<file path="config.mk">
export PLATFORM = sky130hd
export DESIGN_NAME = psk4_demodulator
export DESIGN_NICKNAME = d
export VERILOG_FILES = /design/src/rtl/psk4_demodulator.sv
export SDC_FILE = /design/constraint.sdc
export NUM_CORES = 1
export LEC_CHECK = 0
export BUFFER_PORTS_ARGS = -buffer_cell sky130_fd_sc_hd__buf_4
export CORE_MARGIN = 1
export CORE_UTILIZATION = 40
export CTS_CLUSTER_DIAMETER = 200
export CTS_CLUSTER_SIZE = 20
export DETAILED_ROUTE_END_ITERATION = 6
export GPL_TIMING_DRIVEN = 1
export PLACE_DENSITY = 0.64
export SYNTH_ARGS = -nofsm -noshare
export SYNTH_HDL_FRONTEND = slang
export SYNTH_SLANG_ARGS = --single-unit
</file>
<file path="constraint.sdc">
create_clock -name clk_i -period 4.6 [get_ports clk_i]
set_clock_uncertainty 0.15 [all_clocks]
set_input_delay 0.46 -clock clk_i [delete_from_list [all_inputs] [get_ports clk_i]]
set_output_delay 0.46 -clock clk_i [all_outputs]
set_load 0.01 [all_outputs]
</file>
<file path="src/rtl/psk4_demodulator.sv">
// Coherent 4-PSK demodulator: square-wave I/Q correlation over SPS-sample windows, Gray decision, 2-bit serial burst.
// Optional low-energy rejection is enabled by defining PSK4_DEMOD_ENERGY_CHECK_EN.
module psk4_demodulator #(
  parameter int MID    = 128,
  parameter int SPS    = 32,
  parameter int ACC_W  = 14,
  parameter int THRESH = 512
) (
  input  logic       clk_i,
  input  logic       rst_i,
  input  logic       sample_valid_i,
  input  logic [7:0] sample_i,
  input  logic       sync_i,
  output logic [1:0] sym_out_o,
  output logic       sym_valid_o,
  output logic       bit_out_o,
  output logic       bit_valid_o,
  output logic       locked_o,
  output logic       sym_err_o
);
  localparam int IW     = $clog2(SPS);
  localparam int STAGES = 1;

  localparam logic [0:0] ST_IDLE = 1'b0;
  localparam logic [0:0] ST_RUN  = 1'b1;

  localparam logic [IW-1:0] IDX_Q1   = IW'(SPS / 4);
  localparam logic [IW-1:0] IDX_HALF = IW'(SPS / 2);
  localparam logic [IW-1:0] IDX_Q3   = IW'(3 * SPS / 4);
  localparam logic [IW-1:0] IDX_LAST = IW'(SPS - 1);

  logic [0:0]              state_q, state_d;
  logic [IW-1:0]           idx_q, idx_d, idx_use;
  logic                    accept, win_last;
  logic signed [8:0]       d9;
  logic signed [ACC_W-1:0] dx;
  logic signed [ACC_W-1:0] acc_i_q, acc_i_d, acc_q_q, acc_q_d;
  logic signed [ACC_W-1:0] fin_i_q, fin_q_q;
  logic [STAGES:0]         vld_pipe;
  logic [ACC_W-1:0]        abs_i, abs_q, mag;
  logic [1:0]              dec;
  logic                    sym_ok;
  logic [1:0]              sym_q;
  logic                    sym_valid_q, bit_q, bit_valid_q, lsb_pend_q, sym_err_q;

  // Front end: a sync sample restarts the window at idx 0, dropping any partial sums.
  always_comb begin
    state_d = state_q;
    if (state_q == ST_IDLE && sample_valid_i && sync_i) state_d = ST_RUN;
    accept   = sample_valid_i && (state_q == ST_RUN || sync_i);
    idx_use  = sync_i ? '0 : idx_q;
    idx_d    = idx_use + IW'(1);
    win_last = accept && (idx_use == IDX_LAST);
    d9       = $signed({1'b0, sample_i}) - $signed(9'(MID));
    dx       = {{(ACC_W-9){d9[8]}}, d9};
    acc_i_d  = (idx_use == '0) ? '0 : acc_i_q;
    acc_q_d  = (idx_use == '0) ? '0 : acc_q_q;
    acc_i_d  = (idx_use < IDX_HALF) ? acc_i_d + dx : acc_i_d - dx;
    acc_q_d  = (idx_use < IDX_Q1 || idx_use >= IDX_Q3) ? acc_q_d + dx : acc_q_d - dx;
  end

  // Decision on the held window totals; ties go to the I axis.
  always_comb begin
    abs_i = fin_i_q[ACC_W-1] ? -fin_i_q : fin_i_q;
    abs_q = fin_q_q[ACC_W-1] ? -fin_q_q : fin_q_q;
    if (abs_i >= abs_q) begin
      dec = fin_i_q[ACC_W-1] ? 2'b11 : 2'b00;
      mag = abs_i;
    end else begin
      dec = (!fin_q_q[ACC_W-1] && fin_q_q != '0) ? 2'b01 : 2'b10;
      mag = abs_q;
    end
  end

`ifdef PSK4_DEMOD_ENERGY_CHECK_EN
  assign sym_ok = (mag >= ACC_W'(THRESH));
`else
  logic unused_low;
  assign unused_low = (mag < ACC_W'(THRESH));
  assign sym_ok     = 1'b1;
`endif

  always_ff @(posedge clk_i or posedge rst_i) begin
    if (rst_i) begin
      state_q     <= ST_IDLE;
      idx_q       <= '0;
      acc_i_q     <= '0;
      acc_q_q     <= '0;
      fin_i_q     <= '0;
      fin_q_q     <= '0;
      vld_pipe    <= '0;
      sym_q       <= '0;
      sym_valid_q <= 1'b0;
      bit_q       <= 1'b0;
      bit_valid_q <= 1'b0;
      lsb_pend_q  <= 1'b0;
      sym_err_q   <= 1'b0;
    end else begin
      state_q <= state_d;
      if (accept) begin
        idx_q   <= idx_d;
        acc_i_q <= acc_i_d;
        acc_q_q <= acc_q_d;
      end
      vld_pipe <= {vld_pipe[STAGES-1:0], win_last};
      // Snapshot lets the next window start accumulating immediately.
      if (vld_pipe[0]) begin
        fin_i_q <= acc_i_q;
        fin_q_q <= acc_q_q;
      end
      sym_valid_q <= vld_pipe[STAGES] && sym_ok;
      sym_err_q   <= vld_pipe[STAGES] && !sym_ok;
      if (vld_pipe[STAGES] && sym_ok) begin
        sym_q       <= dec;
        bit_q       <= dec[1];
        bit_valid_q <= 1'b1;
        lsb_pend_q  <= 1'b1;
      end else if (lsb_pend_q) begin
        bit_q       <= sym_q[0];
        bit_valid_q <= 1'b1;
        lsb_pend_q  <= 1'b0;
      end else begin
        bit_valid_q <= 1'b0;
      end
    end
  end

  assign sym_out_o   = sym_q;
  assign sym_valid_o = sym_valid_q;
  assign bit_out_o   = bit_q;
  assign bit_valid_o = bit_valid_q;
  assign locked_o    = state_q;
  assign sym_err_o   = sym_err_q;

endmodule

</file>
==> flow_metrics.tcl, run 1 <==
set metrics [dict create \
    instances_no_fill 750 \
    worst_ep_arrival_time_ns 3.89 \
    setup.worst_path.end_class "flop" \
    synth.top_cells.by_area "dfrtp_1, ha_1, nand2_1, mux2_2, xor2_1" \
    cts_root_buffer "clkbuf_16" \
    cts_max_path_bufs 2 \
    worst-path-buf-inv 2 \
    maxSlewViolCount 0 \
    ctsHtreeMaxLevel 3 \
    post_drt_wl_per_cell_um 14.4 \
    synth_sequential_area_ratio_pct 33.9 \
    io_pins 19 \
    combinationalPowerShare_pct 34.6 \
    first_global_vias 3816 \
    antenna-diode-count 0 \
    grt_residual_overflow 0 \
    multi_input_comb_area_mm2 0.00320 \
    antenna_left 0 \
    grt_antenna_before_repair 0 \
    timing.final.setup_violations 0 \
    gp_routability_congestion 0.846 \
    cts_hold_buffers 0 \
    cts_resized 0 \
    tritoncts "yes" \
    worstPathMaxFanout 16 \
    unrepaired_setup_endpoints_after_global_routing "no" \
    final-seq-area_mm2 0.00173 \
    timing_hold_violations_final 0 \
    yosys.area.top_type_share_pct 33.9 \
    finalWirelength_um 10800 \
    post_layout_nets 637 \
    worstMarginPinSlew_ns 0.903 \
    timing.critical_path.max_delay_family "compound AO/OA/AOI/OAI gates" \
    power_leakage_uw 0.00274 \
    fraction_of_layout_instances_using_a_drive_strength_above_1_pct 12.4 \
    p_int_uw 1450 \
    worstSetupStartpointType "flop" \
    number_of_drc_violations_after_detailed_routing 0 \
    crit_chain "nor2b_1, inv_1, ha_1, o21ai_1, buf_4, and2_1, ha_1, a21o_1, a221o_1, a31oi_1, a22oi_1, xor2_1, mux2i_1, a21oi_1" \
    timing.critical_path.mode_cell "ha_1" \
    initial_utilization_pct 41.7 \
    synth_area_mm2 0.00509 \
    dr_total_vias 3926 \
    drt_pass1_iterations 4 \
    power_switching_share_pct 37.1 \
    ys_top_cells_by_count "nand2_1, dfrtp_1, o21ai_0, ha_1, xor2_1" \
    setup_total_negative_slack_ns 0 \
    proportion_of_power_drawn_by_the_clock_network_pct 28.6 \
    totalPowerFinal_uw 2310 \
    crit_required_ns 4.66 \
    synth_top_flop_cell "dfrtp_1" \
    nFillCells 1199 \
    crit_slowest_cell "o21ai_1" \
    clk_latency_ns 0.35 \
    area_growth_syn_to_layout_pct 11.4 \
    drt_iter0_markers 212 \
    place_inst 734 \
    postSynth.asyncResetShare_pct 100 \
    r2r_cells 14 \
    worstReg2RegEnd "acc_q_q[13]$_DFFE_PP0P_" \
    fin_crit_sh_pct 83.2 \
    yosys_register_bits 69 \
    finalWorstPathRequiredPeriod_ns 3.83 \
    cap_violations 0 \
    seqPwrFrac_pct 36.8 \
    syn_nets 624 \
    grt_util_all_layers_pct 18.3 \
    number_of_enable_type_register_cells_in_the_synthesized_netlist 0 \
    via_per_inst 5.23 \
    hold_path.class "primary input to async pin" \
    critical_path_class "flop to flop" \
    die_area_mm2 0.0132 \
    critical-path-max-stage-delay_ns 0.48 \
    numCtsBuffers 9 \
    vdd.ir_drop.worst_v 0.000218 \
    cts.repair_timing.setup_buffer_count 0 \
    relSlewSlack_pct 39.4 \
    finalCoreUtilization_pct 46.5 \
    global_route_wire_length_before_repair_um 18600 \
    yosys.cell_count.top_type "nand2_1" \
    worst-r2r-setup-slack_ns 0.77 \
    clock_sinks 69 \
    synthesized_instance_count 564 \
    power-per-cell-area_mw_per_mm2 408 \
    core_area_mm2 0.0122 \
    port_buffers 17 \
    clk_pin_slew_worst_paths_ns 0.06 \
    rows 40 \
    ys_types 58 \
    r2r_start "idx_q[0]$_DFFE_PP0P_" \
    power.switching_uw 859 \
    worst_hold_slack_ns 0.0781 \
    fp.dieH_um 115 \
    status "completed" \
    synth_area_leader_cell "dfrtp_1" \
    die_width_um 115 \
    grt_start_max_net_pins 39 \
    dp_hpwl_um 8130 \
    synth.avg_cell_area_um2 9.03 \
    yosysWarningCount 0 \
    fmaxAchievable_ghz 0.261 \
]
## power groups by stage
stage / logic, uW / registers, uW / clock network [uW]
after detailed placement: 794 / 860 / 0
final: 800 / 853 / 662
after CTS: 798 / 851 / 680
after floorplan: 649 / 795 / 0
after global routing: 915 / 871 / 711
after global placement: 773 / 864 / 0
## through the flow
step | setup slack (ns) | instance area, um2
3_3_place_gp | 0.630 | 5390
6_report | 0.773 | 5670
5_1_grt | 0.420 | 5670
2_1_floorplan | 1.02 | 5090
4_1_cts | 0.766 | 5670
3_5_place_dp | 0.503 | 5390
## flip-flops by register name, summed over array words and instances (netlist names)
name / cells
acc_i_q: 14
acc_q_q: 14
bit_out_o: 1
bit_valid_o: 1
fin_i_q: 14
fin_q_q: 14
idx_q: 5
locked_o: 1
lsb_pend_q: 1
sym_out_o: 2
vld_pipe: 2
## layer usage
layer	share of wire (%)	vias to the layer above	global-route usage (%)
li1	-	2040	-
met1	49	1808	24.2
met2	45	65	29.1
met3	3.7	13	4.38
met4	1.8	0	6.67
met5	0	-	0
## how the worst max path moves through the flow
stage               depth (start not counted)                 start                 endpoint  slack (ns)
floorplan                                  14                sync_i  acc_i_q[13]$_DFFE_PP0P_        1.02
global placement                           15                sync_i  acc_q_q[13]$_DFFE_PP0P_        0.63
detailed placement                         13                sync_i  acc_i_q[13]$_DFFE_PP0P_        0.50
CTS                                        12  idx_q[0]$_DFFE_PP0P_  acc_i_q[13]$_DFFE_PP0P_        0.77
global route                               12  idx_q[0]$_DFFE_PP0P_  acc_i_q[13]$_DFFE_PP0P_        0.42
finish                                     14  idx_q[0]$_DFFE_PP0P_  acc_q_q[13]$_DFFE_PP0P_        0.77
## cell families after synthesis
family,share of synthesized area [%]
compound gates,17.2
xor+xnor,9.63
fa+ha+maj,12.1
buf+inv,3.44
flops,33.9
mux,6.09
other cells,0.0736
simple gates,17.6
## placed cells by master (no fill, tap or decap), drive strengths merged, types with 3 or more instances in the layout
master / count
a21oi: 23
clkinv: 3
nor3: 13
buf: 21
inv: 27
a211oi: 3
o41ai: 3
o21bai: 3
a21o: 10
dfrtp: 69
o31ai: 11
nand3: 6
nor2: 26
clkbuf: 9
mux2i: 4
nand2b: 10
a31oi: 4
nor2b: 5
xor2: 30
xnor2: 26
nand2: 73
and2: 26
mux2: 24
or3: 6
and3: 3
nor4: 3
o21a: 6
o21ai: 60
ha: 46
## layout make-up
cell class | count | area share (%)
Sequential cell | 69 | 30.4
Multi-Input combinational cell | 452 | 56.4
Clock inverter | 7 | 1.04
Inverter | 24 | 1.63
Clock buffer | 9 | 3.97
Timing Repair Buffer | 21 | 2.78
Tap cell | 168 | 3.70
## worst reg2reg max path: cells and delay by family (launching register included)
family                     cells  cell delay (ns)
AOI/OAI and AO/OA              6             1.50
adders and majority gates      2             0.47
buffers and inverters          2             0.41
DFF                            1             0.36
and+or+nand+nor                2             0.36
xor gates and xnor gates       1             0.23
muxes                          1             0.21
No activity file was read; power rests on OpenSTA's default activity.
==> run 2: changes to the inputs <==
--- a/config.mk
+++ b/config.mk
@@ -5,6 +5,7 @@
 export SDC_FILE = /design/constraint.sdc
 export NUM_CORES = 1
 export LEC_CHECK = 0
+export ABC_AREA = 1
 export BUFFER_PORTS_ARGS = -buffer_cell sky130_fd_sc_hd__buf_4
 export CORE_MARGIN = 1
 export CORE_UTILIZATION = 40
@@ -12,7 +13,7 @@
 export CTS_CLUSTER_SIZE = 20
 export DETAILED_ROUTE_END_ITERATION = 6
 export GPL_TIMING_DRIVEN = 1
-export PLACE_DENSITY = 0.64
+export PLACE_DENSITY = 0.66
 export SYNTH_ARGS = -nofsm -noshare
 export SYNTH_HDL_FRONTEND = slang
 export SYNTH_SLANG_ARGS = --single-unit
==> constraint.sdc (replaced) <==
create_clock -name clk_i -period 3.5 [get_ports clk_i]
set_clock_uncertainty 0.15 [all_clocks]
set_input_delay 0.35 -clock clk_i [delete_from_list [all_inputs] [get_ports clk_i]]
set_output_delay 0.35 -clock clk_i [all_outputs]
set_load 0.01 [all_outputs]
==> run 2 against run 1 <==
Net effect:
- the run now ends with hold timing left
- design area is 7.0% higher
- sequential cell count did not move
- synthesized cell count up 41%
- synthesized area rose by 7.2%
- power rose by 32%
- sequential share of layout area fell by 2.0 points
==> flow_metrics.tcl, run 2 <==
set metrics [dict create \
    vdd.ir_drop.worst_v 0.000298 \
    ctsHtreeMaxLevel 3 \
    clk_latency_ns 0.34 \
    drt_iter0_markers 319 \
    synth_area_leader_cell "dfrtp_1" \
    via_per_inst 4.92 \
    tritoncts "yes" \
    grt_start_max_net_pins 58 \
    cap_violations 0 \
    area_growth_syn_to_layout_pct 11.2 \
    worstMarginPinSlew_ns 0.714 \
    post_layout_nets 868 \
    violations "hold timing" \
    synthesized_instance_count 795 \
    finalWorstPathRequiredPeriod_ns 2.91 \
    hold_path.class "primary input to async pin" \
    die_area_mm2 0.0141 \
    synth.top_cells.by_area "dfrtp_1, nand2_1, ha_1, o21ai_0, inv_1" \
    critical-path-max-stage-delay_ns 0.38 \
    yosys.area.top_type_share_pct 31.6 \
    port_buffers 17 \
    synth_area_mm2 0.00546 \
    layout.cells.most_common_list "nand2_1, inv_1, nor2_1" \
    antenna_left 0 \
    p_int_uw 1940 \
    synthSimpleGateAreaFrac_pct 27.5 \
    grt_util_all_layers_pct 19.1 \
    synth.avg_cell_area_um2 6.87 \
    yosysWarningCount 0 \
    antenna-diode-count 0 \
    fmaxAchievable_ghz 0.344 \
    main_combinational_cell_family_by_area_after_synthesis "simple AND/OR/NAND/NOR gates" \
    grt_antenna_before_repair 0 \
    number_of_enable_type_register_cells_in_the_synthesized_netlist 0 \
    syn_nets 855 \
    synth_top_flop_cell "dfrtp_1" \
    critical_path_class "flop to flop" \
    clock_sinks 69 \
    status "complete, but fails checks" \
    post_synth_fa_ha_maj_area_fraction_pct 11.3 \
    number_of_drc_violations_after_detailed_routing 0 \
    post-route-worst-setup-slack_ns 0.592 \
    setup.worst_path.end_class "flop" \
    initial_utilization_pct 41.1 \
    dr_total_vias 4866 \
    timing.critical_path.mode_cell "inv_1" \
    grt_residual_overflow 0 \
    synth_sequential_area_ratio_pct 31.6 \
    postSynth.asyncResetShare_pct 100 \
    fin_crit_sh_pct 83.1 \
    ys_top_cells_by_count "nand2_1, inv_1, nor2_1, o21ai_0, dfrtp_1" \
    yosys_register_bits 69 \
    cts_root_buffer "clkbuf_16" \
    fp.dieH_um 119 \
    setup_total_negative_slack_ns 0 \
    cts_hold_buffers 0 \
    rows 42 \
    crit_chain "inv_1, nor2_1, inv_1, ha_1, nand3_2, inv_2, nor2_1, ha_1, inv_1, fa_1, o21ai_1, nand3_1, nand2_1, a21oi_1, o21ai_0, o21ai_0" \
    relSlewSlack_pct 52.3 \
    totalPowerFinal_uw 3060 \
    die_width_um 119 \
    combinationalPowerShare_pct 33.7 \
    power-per-cell-area_mw_per_mm2 504 \
    synth-compound-area-share_pct 14.1 \
    layout_commonest_cell "nand2_1" \
    post_drt_wl_per_cell_um 12.5 \
    power_switching_share_pct 36.6 \
    power_leakage_uw 0.00318 \
    fraction_of_layout_instances_using_a_drive_strength_above_1_pct 7.01 \
    crit_required_ns 3.55 \
    gp_routability_congestion 0.967 \
    worst_ep_arrival_time_ns 2.96 \
    pre_cts_slack_ns 0.434 \
    ys_types 38 \
    power.switching_uw 1120 \
    worst-path-buf-inv 4 \
    numCtsBuffers 9 \
    timing.final.setup_violations 0 \
    first_global_vias 4564 \
    proportion_of_power_drawn_by_the_clock_network_pct 32.9 \
    seqPwrFrac_pct 33.4 \
    unrepaired_setup_endpoints_after_global_routing "no" \
    worst_hold_slack_ns -0.0167 \
    timing_hold_violations_final 32 \
    core_area_mm2 0.0133 \
    cts.repair_timing.setup_buffer_count 0 \
    worstSetupStartpointType "flop" \
    crit_slowest_cell "fa_1" \
    maxSlewViolCount 0 \
    clk_pin_slew_worst_paths_ns 0.06 \
    yosys.cell_count.top_type "nand2_1" \
    io_pins 19 \
    nFillCells 1371 \
    drt_pass1_iterations 6 \
    synth_mux_area_share_pct 0 \
    worstPathMaxFanout 25 \
    cts_resized 0 \
    dp_hpwl_um 9600 \
    finalWirelength_um 12400 \
    synth-xor-area-share_pct 5.29 \
    timing.critical_path.max_delay_family "adder cells" \
    cts_max_path_bufs 2 \
    global_route_wire_length_before_repair_um 21500 \
]
-- run 2: cell types whose count changed after synthesis, moves of 8 or more --
cell	change
nand2_1	+122
inv_1	+92
nor2_1	+67
nand3_1	+39
o21ai_0	+38
and2_1	-25
mux2_2	-24
xnor2_1	-21
a21oi_1	+14
o31ai_1	-11
buf_2	+9
nand2b_1	-9
nor3_1	-8
-- run 2: cells by family (layout without fill, tap and decap cells) --
family / count (synthesis) / after routing
simple gates: 358 / 358
compound gates: 145 / 145
buf+inv: 141 / 159
flops: 69 / 69
fa+ha+maj: 48 / 48
xor+xnor: 33 / 33
other cells: 1 / 1
-- run 2: layer usage --
| layer | up-vias | wire length, um | GRT usage, % |
|---|---|---|---|
| met5 | - | 0 | 0 |
| met3 | 24 | 510 | 2.78 |
| met1 | 2174 | 6280 | 26.5 |
| met4 | 0 | 289 | 7.91 |
| li1 | 2573 | - | - |
| met2 | 95 | 5320 | 29.6 |
-- run 2: worst paths after layout --
kind	from	endpoint	slack, ns	depth (start not counted)
hold reg to reg	vld_pipe[1]$_DFF_PP0_	lsb_pend_q$_DFF_PP0_	0.27	0
setup reg to reg	idx_q[0]$_DFFE_PP0P_	acc_q_q[8]$_DFFE_PP0P_	0.59	16
max in group asynchronous	rst_i	acc_q_q[7]$_DFFE_PP0P_	2.41	3
setup / recovery	idx_q[0]$_DFFE_PP0P_	acc_q_q[8]$_DFFE_PP0P_	0.59	16
min in group clk_i	sample_valid_i	locked_o$_DFFE_PP0P_	0.09	2
hold / removal	rst_i	fin_i_q[11]$_DFFE_PP0P_	-0.02	2
-- run 2: cell type report --
class / count / area [um2] / area share, %
multi-input cells: 585 / 3180 / 52.4
flip-flops and latches: 69 / 1730 / 28.4
inverters: 122 / 458 / 7.54
clock buffers: 10 / 239 / 3.94
well taps: 176 / 220 / 3.63
repair buffers: 21 / 158 / 2.60
clock inverters: 6 / 86.3 / 1.42
-- run 2: worst register-to-register path: stages, from the launching register on --
cell and delay [ns]:
dfrtp_1 0.34, inv_1 0.05, nor2_1 0.16, inv_1 0.07, ha_1 0.21, nand3_2 0.11, inv_2 0.18, nor2_1 0.15
ha_1 0.18, inv_1 0.06, fa_1 0.38, o21ai_1 0.29, nand3_1 0.12, nand2_1 0.09, a21oi_1 0.06, o21ai_0 0.07
o21ai_0 0.09
-- run 2: stage by stage --
stage	std cells	cell area [um2]	util, %
2_1_floorplan	795	5460	-
3_3_place_gp	973	5740	43.2
3_5_place_dp	973	5740	43.2
4_1_cts	989	6070	45.7
5_1_grt	989	6070	45.7
6_report	989	6070	45.7
-- run 2: power by group through the flow --
| stage | Sequential, uW | Clock [uW] | Combinational (uW) |
|---|---|---|---|
| global placement | 1030 | 0 | 1020 |
| floorplan | 1000 | 0 | 805 |
| CTS | 1020 | 1030 | 1020 |
| global route | 1040 | 1050 | 1190 |
| finish | 1020 | 1010 | 1030 |
| detailed placement | 1040 | 0 | 1020 |
